<file path="src/rtl/multicycle_controller.sv">
// multicycle_controller: Moore control FSM, ALU decoder and immediate-select decoder for the multicycle RV32I datapath.
// Define MULTICYCLE_PERF_EN to add the cycle_count/instret performance counters.
module multicycle_controller #(
   parameter bit HALT_ON_ILLEGAL = 1'b1
) (
   input  logic       clk,
   input  logic       reset,
   input  logic [6:0] op,
   input  logic [2:0] funct3,
   input  logic       funct7b5,
   input  logic       zero,
   output logic [1:0] ImmSrc,
   output logic [1:0] ALUSrcA,
   output logic [1:0] ALUSrcB,
   output logic [1:0] ResultSrc,
   output logic       AdrSrc,
   output logic [2:0] ALUControl,
   output logic       IRWrite,
   output logic       PCWrite,
   output logic       RegWrite,
   output logic       MemWrite,
   output logic       illegal
`ifdef MULTICYCLE_PERF_EN
   , output logic [31:0] cycle_count
   , output logic [31:0] instret
`endif
);
   typedef enum logic [3:0] {
      FETCH, DECODE, MEMADR, MEMREAD, MEMWB, MEMWRITE,
      EXECUTER, EXECUTEI, ALUWB, BEQ, JAL, HALT
   } state_t;
   typedef struct packed {
      logic [1:0] asa, asb, rs;
      logic       adr;
      logic [1:0] aluop;
      logic       irw, pcu, br, rw, mw, ill;
   } ctl_t;
   function automatic ctl_t dec(input state_t s);
      ctl_t c = '0;
      case (s)
         FETCH:    begin c.irw = 1'b1; c.asb = 2'b10; c.rs = 2'b10; c.pcu = 1'b1; end
         DECODE:   begin c.asa = 2'b01; c.asb = 2'b01; end
         MEMADR:   begin c.asa = 2'b10; c.asb = 2'b01; end
         MEMREAD:  c.adr = 1'b1;
         MEMWB:    begin c.rs = 2'b01; c.rw = 1'b1; end
         MEMWRITE: begin c.adr = 1'b1; c.mw = 1'b1; end
         EXECUTER: begin c.asa = 2'b10; c.aluop = 2'b10; end
         EXECUTEI: begin c.asa = 2'b10; c.asb = 2'b01; c.aluop = 2'b10; end
         ALUWB:    c.rw = 1'b1;
         BEQ:      begin c.asa = 2'b10; c.aluop = 2'b01; c.br = 1'b1; end
         JAL:      begin c.asa = 2'b01; c.asb = 2'b10; c.pcu = 1'b1; end
         HALT:     c.ill = 1'b1;
         default:  ;
      endcase
      return c;
   endfunction
   function automatic state_t nxt(input state_t s, input logic [6:0] o);
      case (s)
         FETCH:    return DECODE;
         DECODE:
            case (o)
               7'b0000011, 7'b0100011: return MEMADR;
               7'b0110011:             return EXECUTER;
               7'b0010011:             return EXECUTEI;
               7'b1100011:             return BEQ;
               7'b1101111:             return JAL;
               default:                return HALT_ON_ILLEGAL ? HALT : FETCH;
            endcase
         MEMADR:   return o[5] ? MEMWRITE : MEMREAD;
         MEMREAD:  return MEMWB;
         EXECUTER: return ALUWB;
         EXECUTEI: return ALUWB;
         JAL:      return ALUWB;
         HALT:     return HALT;
         default:  return FETCH;
      endcase
   endfunction
   state_t state_q, state_d;
   ctl_t   ctl_q;
   always_comb state_d = nxt(state_q, op);
   // Outputs are registered from the next state so they line up with state_q.
   always_ff @(posedge clk) begin
      if (!reset) begin
         state_q <= FETCH;
         ctl_q   <= dec(FETCH);
      end else begin
         state_q <= state_d;
         ctl_q   <= dec(state_d);
      end
   end
   assign ALUSrcA   = ctl_q.asa;
   assign ALUSrcB   = ctl_q.asb;
   assign ResultSrc = ctl_q.rs;
   assign AdrSrc    = ctl_q.adr;
   assign IRWrite   = reset & ctl_q.irw;
   assign PCWrite   = reset & (ctl_q.pcu | (ctl_q.br & zero));
   assign RegWrite  = reset & ctl_q.rw;
   assign MemWrite  = reset & ctl_q.mw;
   assign illegal   = reset & ctl_q.ill;
   always_comb
      ImmSrc = (op == 7'b0100011) ? 2'b01 :
               (op == 7'b1100011) ? 2'b10 :
               (op == 7'b1101111) ? 2'b11 : 2'b00;
   always_comb
      ALUControl = (ctl_q.aluop == 2'b00) ? 3'b000 :
                   (ctl_q.aluop == 2'b01) ? 3'b001 :
                   (funct3 == 3'b000)     ? ((funct7b5 & op[5]) ? 3'b001 : 3'b000) :
                   (funct3 == 3'b010)     ? 3'b101 :
                   (funct3 == 3'b110)     ? 3'b011 :
                   (funct3 == 3'b111)     ? 3'b010 : 3'b000;
`ifdef MULTICYCLE_PERF_EN
   logic [31:0] cycle_q, instret_q;
   // Every retiring state hands control straight back to FETCH.
   always_ff @(posedge clk) begin
      if (!reset) begin
         cycle_q   <= '0;
         instret_q <= '0;
      end else begin
         if (state_q != HALT) cycle_q <= cycle_q + 32'd1;
         if (state_q inside {MEMWB, MEMWRITE, ALUWB, BEQ}) instret_q <= instret_q + 32'd1;
      end
   end
   assign cycle_count = cycle_q;
   assign instret     = instret_q;
`endif
endmodule

</file>
<file path="config.mk">
export PLATFORM = sky130hd
export DESIGN_NAME = multicycle_controller
export DESIGN_NICKNAME = d
export VERILOG_FILES = /design/src/rtl/multicycle_controller.sv
export SDC_FILE = /design/constraint.sdc
export NUM_CORES = 1
export LEC_CHECK = 0
export ABC_AREA = 1
export CORE_MARGIN = 5
export CORE_UTILIZATION = 39
export CTS_CLUSTER_SIZE = 25
export DETAILED_ROUTE_END_ITERATION = 6
export GPL_TIMING_DRIVEN = 0
export PLACE_DENSITY_LB_ADDON = 0.05
export SKIP_CTS_REPAIR_TIMING = 1
export SYNTH_ARGS = -nofsm -noshare
export SYNTH_HDL_FRONTEND = slang
export SYNTH_SLANG_ARGS = --single-unit
</file>
<file path="constraint.sdc">
create_clock -name clk -period 1.3 [get_ports clk]
set_input_delay 0.39 -clock clk [delete_from_list [all_inputs] [get_ports clk]]
set_output_delay 0.39 -clock clk [all_outputs]
set_load 0.005 [all_outputs]
</file>
==> flow_metrics.tcl <==
set metrics [dict create \
    num_rows 17 \
    fin_worst_skew_ns 0.00369 \
    synthMuxAreaShare_pct 0 \
    critPathKind "flop to flop" \
    path_cells "nor2_4 -> nand2_2 -> nor2_4 -> nor2_4 -> o21ai_4 -> nand3_1 -> nor2_1 -> nor2_1 -> nor2_1" \
    die_h_microns 57.2 \
    antenna_found_initial 0 \
    min_period_over_period_pct 118 \
    synth-simple-area-share_pct 39.5 \
    die_area_sq_um 3270 \
    first_iter_violations 26 \
    syn_area_sq_um 868 \
    crit_required_ns 1.55 \
    drc 0 \
    violations "setup timing" \
    insertedDiodeCount 0 \
    cts_sinks 17 \
    critPathMaxStageDelay_ns 0.37 \
    vias_per_cell 4.97 \
    critPathCaptureType "flop" \
    die_w_microns 57.2 \
    initial_core_util_pct 40.0 \
    max_cap_viol_count 0 \
    port_buffers 30 \
    status "finished, violations left" \
    hold_slack_ns 0.334 \
    hold_end "state_q[0]" \
    core_area_sq_um 2170 \
    slew_headroom_pct 83.4 \
    overflow 0 \
    synth_fa_ha_area_share_pct 0 \
    hp-start "reset" \
    p_leak_nw 0.962 \
    postPlaceCellArea_sq_um 1220 \
    finalNonFillerCells 215 \
    critPathBufInv 0 \
    cp.arrival_ns 1.77 \
    synth-seq-cells 17 \
    clk_latency_ns 0.30 \
    setup_slack_ns -0.229 \
    worstMarginPinSlew_ns 0.248 \
    yosys_warnings 0 \
    r2r_end "ALUSrcB[0]" \
    power_density_nw_per_um2 1800 \
    final_area_sq_um 1650 \
    hold_depth 3 \
    rr_worst_depth 9 \
    cts_made_buffers 3 \
    wl_microns 2890 \
    cts_max_path_buffers 2 \
    drive_above_1_share_pct 62.6 \
    grt_usage_pct 12.2 \
    h-tree-depth 1 \
    avgSynthCellArea_sq_um 6.63 \
    slowest_stage "dfxtp_4" \
    route.antenna.remaining_nets 0 \
    r2r_setup_slack_ns -0.23 \
    num_vias 1068 \
    rsz0062_at_grt "yes" \
    finalNetCount 202 \
    synth-seq-area-share_pct 39.2 \
    synth_nets 145 \
    vdd_drop_max_v 0.00144 \
    drt_first_pass_iters 4 \
    critPathLaunch "state_q[3]" \
    hold_class "input pin to flop" \
    r2r_start "state_q[3]" \
    ios 31 \
    drv_slew 0 \
    synth_top_family_by_area "simple AND/OR/NAND/NOR gates" \
    max_freq_mhz 654 \
    grt_pass1_wl_microns 3130 \
    place.gp.congestion 0.800 \
    cts_tree "built" \
    place_hpwl_microns 1550 \
    crit_fanout 5 \
    synth_xor_area_share_pct 0 \
    dpl.cell_count 189 \
    finalSetupViolCount 18 \
    synth_compound_area_share_pct 6.63 \
    synth_cells 131 \
    grt_pass1_vias 770 \
    finalCriticalPeriod_ns 1.53 \
    synth_cell_types 20 \
    cts-root-buf "clkbuf_4" \
    fillers 151 \
    cp-start-kind "flop" \
    hold_viol_final 0 \
    clk_pin_slew_ns 0.10 \
    finalSetupTns_ns -1.74 \
    cp_top_family "simple AND/OR/NAND/NOR gates" \
    syn2layout_area_growth_pct 90.3 \
    grt_max_degree 11 \
    post_drt_wl_per_cell_microns 13.4 \
]
==> cells in the mapped netlist (all sizes together) <==
cell / instances / area, sq um
nand2: 34 / 128
nor2: 25 / 104
clkbuf: 1 / 3.75
buf: 6 / 45.0
inv: 20 / 75.1
and3: 1 / 7.51
clkinv: 1 / 3.75
nand3: 9 / 45.0
dfxtp: 17 / 340
a21oi: 3 / 15.0
nor3: 6 / 40.0
a21boi: 1 / 7.51
and2: 1 / 6.26
o221ai: 1 / 8.76
nand4: 2 / 12.5
o21ai: 3 / 26.3
==> logic make-up after synthesis <==
family	count (synthesis)
flip-flops	17
AND/OR/NAND/NOR	78
AO/OA/AOI/OAI	8
buffers and inverters	28
==> state kept, by name (all words and copies together), names as in the netlist <==
| register | cells |
|---|---|
| AdrSrc | 1 |
| ResultSrc | 2 |
| ctl_q | 6 |
| state_q | 4 |
| ALUSrcB | 2 |
| ALUSrcA | 2 |
==> worst reg2reg max path: stages, from the launching register on <==
cell     delay [ns]
dfxtp_4        0.37
nor2_4         0.17
nand2_2        0.11
nor2_4         0.13
nor2_4         0.07
o21ai_4        0.26
nand3_1        0.12
nor2_1         0.12
nor2_1         0.06
nor2_1         0.07
==> worst max path at each step <==
stage                       endpoint  slack, ns  cells past startpoint
final                     ALUSrcB[0]      -0.23                      9
after global placement      MemWrite       -1.0                      5
after floorplan           ALUSrcB[0]      -0.01                      9
after global routing      ALUSrcB[0]      -0.27                      9
after CTS                   MemWrite      -1.00                      5
after detailed placement    MemWrite       -1.0                      5
==> cell usage in the layout, fill, tap and decap left out, types with 2 or more instances in the layout <==
master / Yosys / final
a21oi_2: 0 / 3
buf_12: 0 / 2
buf_2: 0 / 6
buf_4: 6 / 21
buf_6: 0 / 8
buf_8: 0 / 2
clkbuf_2: 0 / 8
clkbuf_4: 0 / 3
dfxtp_1: 17 / 9
dfxtp_2: 0 / 4
dfxtp_4: 0 / 4
dlymetal6s2s_1: 0 / 12
inv_1: 20 / 8
inv_2: 0 / 11
nand2_1: 34 / 17
nand2_2: 0 / 12
nand2_4: 0 / 5
nand3_1: 9 / 5
nand3_2: 0 / 3
nand4_1: 2 / 2
nor2_1: 23 / 14
nor2_2: 1 / 5
nor2_4: 1 / 6
nor3_2: 2 / 3
nor3_4: 0 / 2
==> power by group <==
group          internal (mW)  leakage, nW  switching, mW
Combinational          0.878        0.801          0.984
Sequential             0.706        0.143          0.125
Clock                  0.115       0.0177          0.175
==> routing by layer <==
metal | up-vias | GRT usage (%) | wire, microns
li1 | 512 | - | -
met1 | 505 | 14.3 | 1090
met2 | 44 | 20.7 | 1530
met3 | 7 | 2.71 | 201
met4 | 0 | 5.96 | 63
met5 | - | 0 | 0
==> per-stage QoR <==
| stage | util, % | setup WS, ns | power, mW |
|---|---|---|---|
| 3_3_place_gp | 56.3 | -0.997 | 1.85 |
| 3_5_place_dp | 56.3 | -1.00 | 1.87 |
| 5_1_grt | 76.2 | -0.273 | 3.15 |
| 6_report | 76.2 | -0.229 | 2.98 |
| 2_1_floorplan | - | -0.0147 | 1.49 |
| 4_1_cts | 57.6 | -1.00 | 2.15 |
==> area by class of cell <==
class / instances / area, sq um / area share [%]
Buffer: 7 / 56.3 / 3.41
Inverter: 21 / 85.1 / 5.15
Clock inverter: 1 / 5.00 / 0.303
Sequential cell: 17 / 360 / 21.8
Timing Repair Buffer: 52 / 482 / 29.1
Clock buffer: 3 / 22.5 / 1.36
Tap cell: 28 / 35.0 / 2.12
Multi-Input combinational cell: 86 / 607 / 36.7
Power figures use the tool's default switching activity.
